==> src/rtl/usr_seq_pkg.sv <==
// Shared definitions for the universal shift register sequencer.
// Holds the register mode encoding, the command opcodes, the FSM
// state encoding and small decode helpers used by the sequencer.
package usr_seq_pkg;

    // Mode codes understood by the universal shift register.
    localparam logic [1:0] MODE_HOLD = 2'b00;
    localparam logic [1:0] MODE_SHR  = 2'b01;
    localparam logic [1:0] MODE_SHL  = 2'b10;
    localparam logic [1:0] MODE_LOAD = 2'b11;

    // Command opcodes accepted on cmd_op.
    localparam logic [1:0] OP_LOAD = 2'b00;  // parallel load only
    localparam logic [1:0] OP_SHR  = 2'b01;  // shift right N
    localparam logic [1:0] OP_SHL  = 2'b10;  // shift left N
    localparam logic [1:0] OP_SER  = 2'b11;  // load, then shift right N

    typedef enum logic [1:0] {
        ST_IDLE  = 2'b00,
        ST_LOAD  = 2'b01,
        ST_SHIFT = 2'b10,
        ST_DONE  = 2'b11
    } seq_state_e;

    // Opcodes that begin with a parallel load cycle.
    function automatic logic op_has_load(input logic [1:0] op);
        logic res;
        if ((op == OP_LOAD) || (op == OP_SER)) begin
            res = 1'b1;
        end else begin
            res = 1'b0;
        end
        return res;
    endfunction

    // Register mode used during the shift phase of an opcode.
    function automatic logic [1:0] op_shift_mode(input logic [1:0] op);
        logic [1:0] res;
        if (op == OP_SHL) begin
            res = MODE_SHL;
        end else begin
            res = MODE_SHR;
        end
        return res;
    endfunction

endpackage

==> src/rtl/usr_step_counter.sv <==
// Loadable down-counter that tracks remaining shift steps.
// The load value is clamped to WIDTH so a shift never runs longer than
// the register is wide; the counter stops at zero.
// Ports:
//   clk, rst_n  - clock and asynchronous active-low reset
//   load        - capture load_val (clamped) as the new count
//   load_val    - requested number of steps
//   dec         - consume one step
//   last        - registered flag: exactly one step remains
//   zero        - registered flag: no steps remain
module usr_step_counter #(
    parameter int WIDTH = 8,
    parameter int CNT_W = 4
) (
    input  logic             clk,
    input  logic             rst_n,
    input  logic             load,
    input  logic [CNT_W-1:0] load_val,
    input  logic             dec,
    output logic             last,
    output logic             zero
);

    localparam logic [CNT_W-1:0] MAX_CNT = CNT_W'(WIDTH);

    logic [CNT_W-1:0] count_r;
    logic [CNT_W-1:0] sat_s;
    logic [CNT_W-1:0] next_s;
    logic             last_r;
    logic             zero_r;

    // Clamp requested step count to the register width.
    always_comb begin
        sat_s = load_val;
        if (load_val > MAX_CNT) begin
            sat_s = MAX_CNT;
        end else begin
            sat_s = load_val;
        end
    end

    // Next count: load wins over decrement; never wrap below zero.
    always_comb begin
        next_s = count_r;
        if (load) begin
            next_s = sat_s;
        end else if (dec && (count_r != {CNT_W{1'b0}})) begin
            next_s = count_r - CNT_W'(1);
        end else begin
            next_s = count_r;
        end
    end

    // Count register plus flags computed from the next value so they line up with it.
    always_ff @(posedge clk or negedge rst_n) begin
        if (!rst_n) begin
            count_r <= {CNT_W{1'b0}};
            last_r  <= 1'b0;
            zero_r  <= 1'b1;
        end else begin
            count_r <= next_s;
            last_r  <= (next_s == CNT_W'(1));
            zero_r  <= (next_s == {CNT_W{1'b0}});
        end
    end

    assign last = last_r;
    assign zero = zero_r;

endmodule

==> src/rtl/usr_shift_sequencer.sv <==
// Command-driven sequencer for the 8-bit universal shift register.
// Takes one command at a time on a valid/ready handshake, drives the
// register mode and parallel input cycle by cycle, presents the bit
// leaving the register during shifts and pulses done with the captured
// register contents.
// Ports:
//   clk, reset            - clock, asynchronous active-low reset
//   cmd_valid/cmd_ready   - command handshake
//   cmd_op/data/count     - opcode, load value, shift step count
//   ser_in                - fill bit for shifts
//   sr_mode/sr_datain     - control and parallel data to the register
//   sr_dataout            - register contents
//   ser_out/ser_valid     - bit shifted out this cycle and its qualifier
//   busy/done/result      - status, completion pulse, captured contents
module usr_shift_sequencer
    import usr_seq_pkg::*;
#(
    parameter int WIDTH = 8,
    parameter int CNT_W = 4
) (
    input  logic             clk,
    input  logic             reset,
    input  logic             cmd_valid,
    output logic             cmd_ready,
    input  logic [1:0]       cmd_op,
    input  logic [WIDTH-1:0] cmd_data,
    input  logic [CNT_W-1:0] cmd_count,
    input  logic             ser_in,
    output logic [1:0]       sr_mode,
    output logic [WIDTH-1:0] sr_datain,
    input  logic [WIDTH-1:0] sr_dataout,
    output logic             ser_out,
    output logic             ser_valid,
    output logic             busy,
    output logic             done,
    output logic [WIDTH-1:0] result
);

    seq_state_e       state_r;
    logic [1:0]       op_r;
    logic [WIDTH-1:0] data_r;
    logic [WIDTH-1:0] result_r;
    logic             ready_en_r;

    logic             accept_s;
    logic             dec_s;
    logic             cnt_last_s;
    logic             cnt_zero_s;
    logic             cmd_ready_s;
    logic [1:0]       sr_mode_s;
    logic [WIDTH-1:0] sr_datain_s;
    logic             ser_out_s;
    logic             ser_valid_s;
    logic             busy_s;
    logic             done_s;

    // ready_en_r keeps cmd_ready low while reset is held and for the
    // release cycle, so no command can slip in during reset recovery.
    assign cmd_ready_s = (state_r == ST_IDLE) && ready_en_r;
    assign accept_s    = cmd_valid && cmd_ready_s;
    assign dec_s       = (state_r == ST_SHIFT);

    usr_step_counter #(
        .WIDTH (WIDTH),
        .CNT_W (CNT_W)
    ) u_step_counter (
        .clk      (clk),
        .rst_n    (reset),
        .load     (accept_s),
        .load_val (cmd_count),
        .dec      (dec_s),
        .last     (cnt_last_s),
        .zero     (cnt_zero_s)
    );

    // Sequencer FSM with latched command fields and the result register.
    always_ff @(posedge clk or negedge reset) begin
        if (!reset) begin
            state_r    <= ST_IDLE;
            op_r       <= OP_LOAD;
            data_r     <= {WIDTH{1'b0}};
            result_r   <= {WIDTH{1'b0}};
            ready_en_r <= 1'b0;
        end else begin
            ready_en_r <= 1'b1;
            case (state_r)
                ST_IDLE: begin
                    if (accept_s) begin
                        op_r   <= cmd_op;
                        data_r <= cmd_data;
                        if (op_has_load(cmd_op)) begin
                            state_r <= ST_LOAD;
                        end else if (cmd_count == {CNT_W{1'b0}}) begin
                            state_r <= ST_DONE;
                        end else begin
                            state_r <= ST_SHIFT;
                        end
                    end else begin
                        state_r <= ST_IDLE;
                    end
                end
                ST_LOAD: begin
                    if ((op_r == OP_LOAD) || cnt_zero_s) begin
                        state_r <= ST_DONE;
                    end else begin
                        state_r <= ST_SHIFT;
                    end
                end
                ST_SHIFT: begin
                    if (cnt_last_s) begin
                        state_r <= ST_DONE;
                    end else begin
                        state_r <= ST_SHIFT;
                    end
                end
                ST_DONE: begin
                    result_r <= sr_dataout;
                    state_r  <= ST_IDLE;
                end
                default: begin
                    state_r <= ST_IDLE;
                end
            endcase
        end
    end

    // Moore decode of state and latched fields onto the register controls.
    always_comb begin
        sr_mode_s   = MODE_HOLD;
        sr_datain_s = {WIDTH{1'b0}};
        ser_out_s   = 1'b0;
        ser_valid_s = 1'b0;
        busy_s      = 1'b0;
        done_s      = 1'b0;
        case (state_r)
            ST_IDLE: begin
                sr_mode_s = MODE_HOLD;
            end
            ST_LOAD: begin
                sr_mode_s   = MODE_LOAD;
                sr_datain_s = data_r;
                busy_s      = 1'b1;
            end
            ST_SHIFT: begin
                sr_mode_s   = op_shift_mode(op_r);
                sr_datain_s = {WIDTH{ser_in}};
                ser_valid_s = 1'b1;
                busy_s      = 1'b1;
                // The bit leaving is the one at the trailing end of the shift.
                if (op_r == OP_SHL) begin
                    ser_out_s = sr_dataout[WIDTH-1];
                end else begin
                    ser_out_s = sr_dataout[0];
                end
            end
            ST_DONE: begin
                sr_mode_s = MODE_HOLD;
                busy_s    = 1'b1;
                done_s    = 1'b1;
            end
            default: begin
                sr_mode_s = MODE_HOLD;
            end
        endcase
    end

    assign cmd_ready = cmd_ready_s;
    assign sr_mode   = sr_mode_s;
    assign sr_datain = sr_datain_s;
    assign ser_out   = ser_out_s;
    assign ser_valid = ser_valid_s;
    assign busy      = busy_s;
    assign done      = done_s;
    assign result    = result_r;

endmodule

==> config.mk <==
export PLATFORM = sky130hd
export DESIGN_NAME = usr_shift_sequencer
export DESIGN_NICKNAME = d
export VERILOG_FILES = /design/src/rtl/usr_seq_pkg.sv /design/src/rtl/usr_step_counter.sv /design/src/rtl/usr_shift_sequencer.sv
export SDC_FILE = /design/constraint.sdc
export NUM_CORES = 1
export LEC_CHECK = 0
export BUFFER_PORTS_ARGS = -buffer_cell sky130_fd_sc_hd__buf_2
export CORE_AREA = 2 2 48 83
export CTS_BUF_LIST = sky130_fd_sc_hd__clkbuf_2 sky130_fd_sc_hd__clkbuf_4 sky130_fd_sc_hd__clkbuf_8
export DETAILED_ROUTE_END_ITERATION = 10
export DIE_AREA = 0 0 50 85
export PLACE_DENSITY_LB_ADDON = 0.12
export REMOVE_ABC_BUFFERS = 1
export SYNTH_ARGS = -nofsm -noshare
export SYNTH_HDL_FRONTEND = slang
export SYNTH_SLANG_ARGS = --single-unit
==> constraint.sdc <==
create_clock -name clk -period 1.48 [get_ports clk]
set_input_delay 0.148 -clock clk [delete_from_list [all_inputs] [get_ports clk]]
set_output_delay 0.148 -clock clk [all_outputs]
set_load 0.05 [all_outputs]
### After elaboration in Yosys (flattened, before gate mapping)

Cells that the tools add are included.
Widths: inputs -> output; s select.

* flip-flop bits (word level): 27
* input bits: 26
* output and inout bits: 23
* word-level logic and storage cells: 50

* add/sub/neg operators: 1
* order comparisons: 1
* eq/ne operators: 6
* multiplexer cells: 20
* reduce and logical (&&, ||, !) cells: 14

Operators by type and width (count)
* $pmux 8 s2: 1
* $mux 4: 3
* $mux 1: 11
* $eq 2x2->1 const B: 4
* $logic_not 4->1: 2
* $pmux 2 s4: 1
* $logic_not 2->1: 3
* $mux 2: 3
* $pmux 2 s3: 1
* $eq 4x1->1 const B: 1
* $gt 4x4->1 const B: 1
* $reduce_bool 4->1: 1
* $sub 4x1->4 const B: 1
* $logic_and 1x1->1: 3
* $reduce_or 3->1: 1
* $eq 2x1->1 const B: 1
* $logic_or 1x1->1: 2
* $reduce_and 2->1: 1
* $reduce_or 2->1: 1

### Longest topological paths before layout

Gate-level depths: netlist of the first run.

* depth after elaboration: 8
* gate-level depth with buffers: 7

### Modules after synthesis

From an unflattened synthesis of the first run, not the netlist that was laid out.

* cells, all modules: 120
* area total of the unflattened synthesis: 1421.4 um2

By module, submodules not included
* usr_shift_sequencer: instances 1, cells each 85, area each 1047.3 um2, sequential area each 525.5 um2
* usr_step_counter: instances 1, cells each 35, area each 374.1 um2, sequential area each 151.4 um2

### Least setup slack after synthesis of the first run

OpenSTA, ideal clock, no wires.

* path kind: flip-flop to output port
* from: reg state_r[0]
* to: out sr_datain[0]
* arrival time: 2205 ps
* required time: 1332 ps
* slack: -873 ps
* stages on the path, launching flop included: 6
* buffers on the path: 1
* cells stage by stage: dfrtp_1 inv_1 ha_1 buf_2 nand2_1 a21oi_1

* longest elaborated chain between the ends: 2
* elaborated cells between the ends (all ways): 3

RTL lines
* from (decl): RTL line usr_shift_sequencer.sv:39 `seq_state_e state_r;`
* from (signal assigned): RTL line usr_shift_sequencer.sv:79 `state_r <= ST_IDLE;`
* from (signal assigned): RTL line usr_shift_sequencer.sv:92 `state_r <= ST_LOAD;`
* from (signal assigned): RTL line usr_shift_sequencer.sv:94 `state_r <= ST_DONE;`
* $eq 2x2->1 or $eq 2x1->1 (tied branches): RTL line usr_shift_sequencer.sv:135 `case (state_r)`
* $pmux 8 s2 *: RTL line usr_shift_sequencer.sv:135
* to (decl): RTL line usr_shift_sequencer.sv:30 `output logic [WIDTH-1:0] sr_datain,`

Mark *: on every way between the ends. The rest lies on a longest branch, timed or not.

### Worst setup path after layout of the first run

* from: reg state_r[0]
* to: out sr_datain[3]

The elaborated chain is that of the path after synthesis.

==> results.md, run 1 <==
* Status: finished with violations
* Violations in the final reports: setup timing
* Placeable core region at between 3000 and 4000 µm²
* Sequential Power Share at roughly 25%
* Startpoint type of the worst setup path: flip-flop
* DIE AREA at approximately 4300 µm²
* Startpoint of the most critical register-to-register path: u_step_counter.count_r[0]
* Routed vias/inst at ~4.9
* Library cell used as clock root buffer: sky130_fd_sc_hd__clkbuf_8
* Total gr overflow at 0
* Final number of max-transition violations at 0
* Worst slew margin at between 60 and 70%
* Cell types occupying the most area after synthesis: sky130_fd_sc_hd__dfrtp_1 47%, sky130_fd_sc_hd__nand2_1 11%, sky130_fd_sc_hd__mux2_1 6.5%
* Number of antenna violations at the first check in global routing at 0
* Critical R2R Capture: u_step_counter.last
* Maximum number of pins on one net before global-route repair at 28
* Area Growth Syn to Fin at 59.82%
* Total standard cell area after synthesis at 1376 µm²
* Switching power at 2.483 mW
* Global-route usage over all layers at roughly 18%
* Number of rows in the core area at 29
* Number of antenna repair diodes at 0
* Maximum vdd drop at 1.131 mV
* Maximum buffer depth of the clock tree at 2
* Fin cells at between 200 and 300
* Crit. End Element: output pin
* Register area share after synthesis at about half
* Final critical-path setup slack at -0.3046 ns
* Drt initial violations at 15
* Average wire per cell in the routed design at around 14 µm
* Fmax at 0.5603 GHz
* R2R Setup Slk at -0.19 ns
* List of cells traversed by the critical path: inv_2, buf_6, ha_4, clkinvlp_4, a21oi_2, buf_6
* HPWL after DPL at between 2000 and 3000 µm
* Leakage power at 1.043 nW
* Post-synth cell types at 32
* Logic depth of the worst register-to-register path at 6
* Total clock buffers created by CTS at 3
* Overall die height at roughly 85 µm
* Overall via count from detail_route at 1298
* Switching part of the total power at a little under half
* Final layout net count at around 250
* Max capacitance violation total at 0
* Number of register bits inferred by synthesis at 27
* Via count of the first global-routing pass at 1379
* Number of cells after detailed placement at around 240
* Post-DRT Antenna Nets at 0
* Initial DRT Pass Iterations at 4
* Startpoint of the worst hold path: cmd_data[7]
* Kind of path behind the tightest hold check: input port to flip-flop
* CP Class: flip-flop to output pin
* Combinational cell fraction of total power at 67.0%
* Post-route clock skew at around 0.0012 ns
* TritonCTS clock tree: yes
* Count of input and output buffers at 48
* Post-Synthesis Cells at between 100 and 150
* Post-synthesis average cell area at about 9.6 µm²
* Cell with the biggest individual delay on the critical path: sky130_fd_sc_hd__dfrtp_1
* Insertion delay to the later sink of the worst-skew pair at around 0.27 ns
* Slew at the pin closest to its max-slew limit at roughly 0.60 ns
* Power density relative to cell area at about 2400 nW/µm²
* I/O Pins at just under 50
* Delay-heaviest family, CP: buffers and inverters
* Share of the core filled with cells at 61.23%
* Die extent in x at about 50 µm
* Post-route clock period utilization at 120.6%
* Clock sinks at 27
* Overall Power at about 5.2 mW
* Setup repair after global routing missed its margin: true
* Initial Util at roughly two fifths
* Number of cells traversed by the worst hold path at 3
* Final hold violation count at 0
* Share of total power in the clock network at around 8.4%
* Cell type with the highest occurrence count on the critical path: sky130_fd_sc_hd__buf_6
* Min Clock Period, post-route at between 1.5 and 2 ns
* Post-detailed-route DRC marker count at 0
* Top cell type's share of synthesized area at a little under half
* Arrival time worst endpoint at approximately 1.6 ns
* Number of buffer and inverter instances along the worst setup path at 4
* Final setup violating endpoints at 16
* Hold Path Sink: data_r[7]
* H-tree depth at 1
* Post-Route Setup TNS at -3.560 ns
* Internal at about 2.7 mW
* Slowest Stage Delay on Critical Path at about 0.38 ns
* Final wirelength at ~3800 µm
* Required time of the critical path at around 1.3 ns
* Wire length of the first global-routing pass at between 5000 and 6000 µm
* Post-synthesis cell type with the largest combined area: sky130_fd_sc_hd__dfrtp_1
* CTS clk-pin slew, worst paths at ~0.090 ns
* Fraction of final layout cells sized beyond drive strength 1 at 53.67%
* Weighted congestion reported at the end of routability-driven placement at 0.7815
* Worst-path maximum fanout at 6
* Warnings, synthesis at 0
==> power groups by stage <==
stage | registers, mW | logic [mW] | clock network [mW]
after CTS | 1.27 | 3.11 | 0.453
after global placement | 1.25 | 2.46 | 0
after global routing | 1.32 | 3.67 | 0.480
after floorplan | 1.64 | 1.40 | 0
after detailed placement | 1.27 | 2.51 | 0
final | 1.28 | 3.48 | 0.438
==> registers in the layout (all words and copies together), names as in the netlist <==
name	cells
ready_en_r	1
u_step_counter.last	1
u_step_counter.count_r	4
u_step_counter.zero	1
state_r	2
result	8
data_r	8
op_r	2
==> placed cells by master, fill, tap and decap left out, drive strengths merged, types with 2 or more instances in the layout <==
cell / netlist / final
a21oi: 15 / 15
a31oi: 2 / 2
clkbuf: 6 / 4
nor3: 2 / 2
mux2i: 2 / 2
o21ai: 2 / 2
dfrtp: 26 / 26
ha: 6 / 6
inv: 8 / 7
mux2: 8 / 8
nand2: 42 / 42
nand3: 4 / 4
buf: 1 / 75
nor2: 3 / 3
clkinvlp: 0 / 2
and3: 2 / 2
==> worst max path at each step <==
stage	start	to	cells after the start
2_1_floorplan	state_r[0]	sr_datain[0]	4
3_3_place_gp	u_step_counter.count_r[0]	u_step_counter.last	6
3_5_place_dp	u_step_counter.count_r[0]	u_step_counter.last	6
4_1_cts	state_r[0]	sr_datain[3]	6
5_1_grt	state_r[0]	sr_datain[5]	6
6_report	state_r[0]	sr_datain[3]	6
==> cell families after synthesis <==
logic type	Yosys count	synth area share [%]
compound gates	25	12.91
fa+ha+maj	6	5.454
other cells	1	0.2725
buf+inv	15	4.181
mux	10	8.000
xor+xnor	1	0.6365
simple gates	59	19.36
flops	27	49.18
==> area by class of cell <==
class | instances | area (µm²)
sequential | 27 | 676.9
timing repair inverter | 1 | 7.507
timing repair buffer | 76 | 575.6
inverter | 8 | 33.78
tap | 46 | 57.56
multi-input combinational | 102 | 799.5
fill | 309 | 1393
clock buffer | 4 | 48.80
==> metal layers <==
layer | global-route usage, % | wire length [µm]
met1 | 18.11 | 1337
met2 | 33.61 | 2172
met3 | 2.993 | 172
met4 | 9.596 | 82
met5 | 0 | 0
==> worst min-delay path, stage by stage <==
cell and delay (ns):
sky130_fd_sc_hd__buf_2 0.07, sky130_fd_sc_hd__nand2_1 0.04, sky130_fd_sc_hd__nand2_1 0.04
==> metrics by stage <==
stage	worst slack (ns)	hold slack, ns	area, µm²
3_5_place_dp	-0.2416	0.1948	1737
2_1_floorplan	-0.9142	-0.1476	1349
3_3_place_gp	-0.1743	0.1823	1737
6_report	-0.3046	0.05785	2200
5_1_grt	-0.3909	0.05447	2200
4_1_cts	-0.3020	0.05287	2034
==> cells in the mapped netlist <==
cell / instances
sky130_fd_sc_hd__a21boi_1: 1
sky130_fd_sc_hd__a21o_1: 1
sky130_fd_sc_hd__a21oi_1: 14
sky130_fd_sc_hd__a21oi_2: 1
sky130_fd_sc_hd__a221oi_1: 1
sky130_fd_sc_hd__a31oi_1: 1
sky130_fd_sc_hd__a31oi_4: 1
sky130_fd_sc_hd__and2_1: 1
sky130_fd_sc_hd__and3_1: 2
sky130_fd_sc_hd__and4b_1: 1
sky130_fd_sc_hd__buf_2: 1
sky130_fd_sc_hd__clkbuf_1: 6
sky130_fd_sc_hd__conb_1: 1
sky130_fd_sc_hd__dfrtp_1: 26
sky130_fd_sc_hd__dfstp_2: 1
sky130_fd_sc_hd__ha_1: 6
sky130_fd_sc_hd__inv_1: 8
sky130_fd_sc_hd__mux2_1: 8
sky130_fd_sc_hd__mux2i_1: 2
sky130_fd_sc_hd__nand2_1: 42
sky130_fd_sc_hd__nand3_1: 4
sky130_fd_sc_hd__nor2_1: 3
sky130_fd_sc_hd__nor2b_1: 1
sky130_fd_sc_hd__nor3_1: 2
sky130_fd_sc_hd__nor3b_2: 1
sky130_fd_sc_hd__nor4b_1: 1
sky130_fd_sc_hd__o21ai_1: 2
sky130_fd_sc_hd__o21bai_1: 1
sky130_fd_sc_hd__o31ai_4: 1
sky130_fd_sc_hd__o41ai_1: 1
sky130_fd_sc_hd__or3b_4: 1
sky130_fd_sc_hd__xor2_1: 1
==> timing repair <==
| item | in CTS | in global routing |
|---|---|---|
| resized for setup | 52 | 22 |
| hold endpoints to repair | 26 | 0 |
| hold buffers | 1 | 0 |
| gates cloned | 2 | 0 |
| buffers inserted | 7 | 7 |
| pin swaps | 4 | 5 |
| setup endpoints to repair | 33 | 32 |
Power figures use the tool's default switching activity.
==> run 2, diff against run 1 <==
--- a/config.mk
+++ b/config.mk
@@ -12,6 +12,7 @@
 export DIE_AREA = 0 0 50 85
 export PLACE_DENSITY_LB_ADDON = 0.12
 export REMOVE_ABC_BUFFERS = 1
+export SETUP_SLACK_MARGIN = 0.02
 export SYNTH_ARGS = -nofsm -noshare
 export SYNTH_HDL_FRONTEND = slang
 export SYNTH_SLANG_ARGS = --single-unit
==> results.md, run 2 (synthesis gave the netlist of run 1 again) <==
* Cell with the biggest individual delay on the critical path: sky130_fd_sc_hd__dfrtp_1
* I/O Pins at 49
* Slowest Stage Delay on Critical Path at around 0.38 ns
* Die extent in x at 50 µm
* Library cell used as clock root buffer: sky130_fd_sc_hd__clkbuf_8
* Cell type with the highest occurrence count on the critical path: sky130_fd_sc_hd__buf_6
* Crit. End Element: output pin
* Worst-path maximum fanout at 6
* Power density relative to cell area at around 2400 nW/µm²
* Routed vias/inst at about 4.9
* Slew at the pin closest to its max-slew limit at 0.6007 ns
* CTS clk-pin slew, worst paths at 0.09 ns
* Post-route clock skew at 0.002136 ns
* Number of antenna violations at the first check in global routing at 0
* Max capacitance violation total at 0
* Routed met1 length at around 1300 µm
* Delay-heaviest family, CP: buffers and inverters
* Maximum buffer depth of the clock tree at 2
* Area Growth Syn to Fin at 61.45%
* Clock sinks at 27
* Initial Util at between 30% and 40%
* Maximum vdd drop at 1.135 mV
* Post-route worst hold slack at 0.05821 ns
* Count of input and output buffers at 48
* Number of antenna repair diodes at 0
* Min Clock Period, post-route at approximately 1.8 ns
* DIE AREA at approximately 4300 µm²
* Final layout net count at 251
* Maximum number of pins on one net before global-route repair at 28
* Number of buffer and inverter instances along the worst setup path at 4
* Most frequent cells in the layout: 41 x sky130_fd_sc_hd__nand2_1, 34 x sky130_fd_sc_hd__buf_2, 26 x sky130_fd_sc_hd__dfrtp_1, 20 x sky130_fd_sc_hd__buf_4, 17 x sky130_fd_sc_hd__buf_6
* Leakage power at roughly 1.0 nW
* Number of rows in the core area at 29
* TritonCTS clock tree: yes
* Average wire per cell in the routed design at about 14 µm
* Initial DRT Pass Iterations at 4
* Required time of the critical path at roughly 1.3 ns
* Wire length of the first global-routing pass at 5844 µm
* Wire length on met3 at 184 µm
* Fraction of final layout cells sized beyond drive strength 1 at between 50 and 60%
* Placeable core region at 3592 µm²
* Arrival time worst endpoint at about 1.6 ns
* Fin cells at between 200 and 300
* Final wirelength at 3774 µm
* Weighted congestion reported at the end of routability-driven placement at 0.7815
* Final critical-path setup slack at -0.3110 ns
* Total gr overflow at 0
* H-tree depth at 1
* Setup repair after global routing missed its margin: true
* Status: finished with violations
* Via count of the first global-routing pass at approximately 1400
* Total clock buffers created by CTS at 3
* Drt initial violations at 15
* Global-route usage over all layers at between 10% and 20%
* HPWL after DPL at between 2000 and 3000 µm
* Highest routed metal layer: met4
* Met2 WL at about 2200 µm
* Number of cells after detailed placement at 243
* Post-route clock period utilization at 121.0%
* CP Class: flip-flop to output pin
* Fmax at 0.5584 GHz
* Worst slew margin at about three fifths
* List of cells traversed by the critical path: inv_2, buf_6, ha_4, clkinvlp_4, a21oi_2, buf_6
* Post-DRT Antenna Nets at 0
* Final setup violating endpoints at 18
* Overall die height at about 85 µm
* Insertion delay to the later sink of the worst-skew pair at between 0.2 and 0.3 ns
* Post-detailed-route DRC marker count at 0
* Final hold violation count at 0
* Filler Cells Inserted at approximately 310
* Setup Slack @ Placement at -0.2416 ns
* Overall Power at between 5 and 6 mW
* Final number of max-transition violations at 0
* Startpoint type of the worst setup path: flip-flop
* Most common library cell in the layout ignoring fill and taps: sky130_fd_sc_hd__nand2_1
* Kind of path behind the tightest hold check: input port to flip-flop
* Violations in the final reports: setup timing
* Overall via count from detail_route at between 1000 and 1500
[run 2: repair_timing]
| action | CTS | global route |
|---|---|---|
| gates cloned | 2 | 0 |
| setup buffers | 7 | 8 |
| hold buffers | 1 | 0 |
| endpoints found under the setup margin | 33 | 33 |
| pin swaps | 4 | 5 |
| gates resized for setup | 52 | 26 |
| hold endpoints to repair | 26 | 0 |
[run 2: layout make-up]
type	count	area, µm²	area share (%)
inverters	8	33.78	1.520
clock buffers	4	48.80	2.196
repair buffers	76	586.8	26.41
multi-input cells	102	810.8	36.49
repair inverters	1	7.507	0.3378
well taps	46	57.56	2.590
flip-flops and latches	27	676.9	30.46
[run 2: layer usage]
layer  global-route usage [%]  vias to the layer above
li1                         -                      623
met1                    18.11                      621
met2                    33.61                       38
met3                    2.993                        7
met4                    9.596                        0
met5                        0                        -
[run 2: where the power goes]
part	total [mW]	switching, mW	internal [mW]
clock network	0.436	0.225	0.211
logic	3.53	2.08	1.45
registers	1.28	0.204	1.08
total	5.25	2.51	2.74
[run 2: final timing paths]
kind,startpoint,to,slack [ns],cells past startpoint
max reg2reg,u_step_counter.count_r[0],u_step_counter.last,-0.19,6
min reg2reg,result[5],result[5],0.48,1
min,cmd_data[7],data_r[7],0.06,3
max,state_r[0],sr_datain[3],-0.31,6
min in group asynchronous,reset,result[0],0.42,2
max in group asynchronous,reset,data_r[6],0.67,2
[run 2: worst register-to-register path: stages, from the launching register on]
cell	delay, ns
sky130_fd_sc_hd__dfrtp_1	0.41
sky130_fd_sc_hd__inv_2	0.08
sky130_fd_sc_hd__ha_4	0.13
sky130_fd_sc_hd__or3b_4	0.40
sky130_fd_sc_hd__a21o_1	0.20
sky130_fd_sc_hd__a31oi_4	0.20
sky130_fd_sc_hd__nor3b_2	0.18
[run 2: per-stage QoR]
stage | area, µm² | TNS (ns) | util (%)
after global routing | 2222 | -5.074 | 61.86
after floorplan | 1349 | -11.48 | -
after global placement | 1737 | -1.275 | 48.35
final | 2222 | -3.713 | 61.86
after detailed placement | 1737 | -2.201 | 48.35
after CTS | 2034 | -3.557 | 56.64
==> run 3, diff against run 2 <==
--- a/config.mk
+++ b/config.mk
@@ -13,6 +13,7 @@
 export PLACE_DENSITY_LB_ADDON = 0.12
 export REMOVE_ABC_BUFFERS = 1
 export SETUP_SLACK_MARGIN = 0.02
+export SKIP_CTS_REPAIR_TIMING = 1
 export SYNTH_ARGS = -nofsm -noshare
 export SYNTH_HDL_FRONTEND = slang
 export SYNTH_SLANG_ARGS = --single-unit
==> results.md, run 3 (synthesis gave the netlist of run 1 again) <==
* Via count of the first global-routing pass at 1238
* Maximum buffer depth of the clock tree at 2
* R2R Setup Slk at -0.21 ns
* Logic depth of the worst register-to-register path at 6
* Cell with the biggest individual delay on the critical path: sky130_fd_sc_hd__dfrtp_1
* Fraction of final layout cells sized beyond drive strength 1 at about 50%
* Number of rows in the core area at 29
* Weighted congestion reported at the end of routability-driven placement at around 0.78
* Crit. End Element: output pin
* Slowest Stage Delay on Critical Path at 0.38 ns
* H-tree depth at 1
* Overall die height at 85 µm
* Post-detailed-route DRC marker count at 0
* Post-route clock skew at between 0.0007 and 0.0008 ns
* Library cell used as clock root buffer: sky130_fd_sc_hd__clkbuf_8
* Leakage power at ~1.0 nW
* CTS clk-pin slew, worst paths at about 0.09 ns
* Final hold violation count at 0
* DIE AREA at 4250 µm²
* Required time of the critical path at about 1.3 ns
* Arrival time worst endpoint at around 1.7 ns
* Overall Power at about 5 mW
* Final setup violating endpoints at 17
* Number of antenna repair diodes at 0
* List of cells traversed by the critical path: inv_2, buf_6, ha_4, clkinvlp_4, a21oi_2, buf_6
* Die extent in x at 50 µm
* CP Class: flip-flop to output pin
* Final wirelength at approximately 3500 µm
* Maximum vdd drop at about 1.2 mV
* Total gr overflow at 0
* Post-DRT Antenna Nets at 0
* TritonCTS clock tree: yes
* Crit path to: sr_datain[3]
* Drt initial violations at 10
* Most common library cell in the layout ignoring fill and taps: sky130_fd_sc_hd__nand2_1
* I/O Pins at between 40 and 50
* Maximum number of pins on one net before global-route repair at 28
* Slew at the pin closest to its max-slew limit at a little under 0.6 ns
* Initial Util at a little under two fifths
* Status: finished with violations
* Critical R2R Capture: u_step_counter.last
* Power density relative to cell area at roughly 2400 nW/µm²
* Setup repair after global routing missed its margin: true
* Start point of the critical path: state_r[0]
* Wire length of the first global-routing pass at roughly 5300 µm
* Clock sinks at 27
* HPWL after DPL at roughly 2600 µm
* Violations in the final reports: setup timing
* Cell type with the highest occurrence count on the critical path: sky130_fd_sc_hd__buf_6
* Worst-path maximum fanout at 6
* Sequential cell area at 676.9 µm²
* Count of input and output buffers at 48
* Insertion delay to the later sink of the worst-skew pair at roughly 0.27 ns
* Total clock buffers created by CTS at 3
* Final layout net count at ~240
* Filler Cells Inserted at 314
* Worst slew margin at about three fifths
* Routed vias/inst at 4.903
* Area Growth Syn to Fin at 54.18%
* Average wire per cell in the routed design at around 14 µm
* Min Clock Period, post-route at approximately 1.8 ns
* Fin cells at between 200 and 300
* Post-route clock period utilization at 123.2%
* Startpoint type of the worst setup path: flip-flop
* Kind of path behind the tightest hold check: input port to flip-flop
* Final critical-path setup slack at -0.3427 ns
* Fmax at 0.5486 GHz
* Startpoint of the most critical register-to-register path: u_step_counter.count_r[0]
* Global-route usage over all layers at between 15 and 20%
* Number of cells after detailed placement at approximately 240
* Max capacitance violation total at 0
* Most frequent cells in the layout: 41 x sky130_fd_sc_hd__nand2_1, 33 x sky130_fd_sc_hd__buf_2, 26 x sky130_fd_sc_hd__dfrtp_1, 19 x sky130_fd_sc_hd__buf_4, 13 x sky130_fd_sc_hd__buf_6
* Multi-input logic area at 788.3 µm²
* Overall via count from detail_route at around 1300
* Number of antenna violations at the first check in global routing at 0
* Placeable core region at 3592 µm²
* Final number of max-transition violations at 0
* Initial DRT Pass Iterations at 4
## run 3: layout make-up
class                           count  share of cell area (%)
Inverter                            8                   1.592
Timing Repair inverter              1                  0.3538
Sequential cell                    27                   31.90
Timing Repair Buffer               69                   24.00
Clock buffer                        4                   2.300
Tap cell                           46                   2.712
Multi-Input combinational cell    102                   37.15
## run 3: power by group
part / leakage [nW] / internal [mW] / switching (mW)
logic: 0.652 / 1.29 / 1.98
registers: 0.325 / 1.08 / 0.203
clock network: 0.0262 / 0.211 / 0.226
total: 1.00 / 2.58 / 2.41
## run 3: how the worst min path moves through the flow
stage | startpoint | endpoint | slack (ns) | cells after the start
floorplan | reset | data_r[0] | -0.15 | 0
global placement | reset | result[7] | 0.18 | 1
detailed placement | reset | result[7] | 0.19 | 1
CTS | reset | result[2] | -0.11 | 1
global route | cmd_data[1] | data_r[1] | 0.05 | 3
finish | cmd_data[7] | data_r[7] | 0.06 | 3
## run 3: metal layers
| metal | wire length [µm] | global-route usage (%) | up-vias | part of all wire [%] |
|---|---|---|---|---|
| met5 | 0 | 0 | - | 0 |
| met4 | 57 | 6.818 | 0 | 1.6 |
| met3 | 180 | 2.641 | 5 | 5.1 |
| met2 | 2046 | 30.14 | 35 | 58 |
| met1 | 1262 | 17.08 | 608 | 36 |
| li1 | - | - | 612 | - |
## run 3: critical path: cells and delay by family (launching register included)
kind                     cells  cell delay [ns]
flip-flops                   1             0.38
buffers and inverters        4             0.54
adder cells (fa/ha/maj)      1             0.29
AO/OA/AOI/OAI                1             0.19
## run 3: per-stage QoR
step                      setup WS [ns]  hold slack, ns  area, µm²  TNS (ns)  util (%)
after global routing            -0.4349         0.05238       2122    -5.033     59.07
after global placement          -0.1743          0.1823       1737    -1.275     48.35
after detailed placement        -0.2416          0.1948       1737    -2.201     48.35
final                           -0.3427         0.05664       2122    -3.924     59.07
after CTS                       -0.4690         -0.1065       1785    -6.302     49.70
after floorplan                 -0.9142         -0.1476       1349    -11.48         -
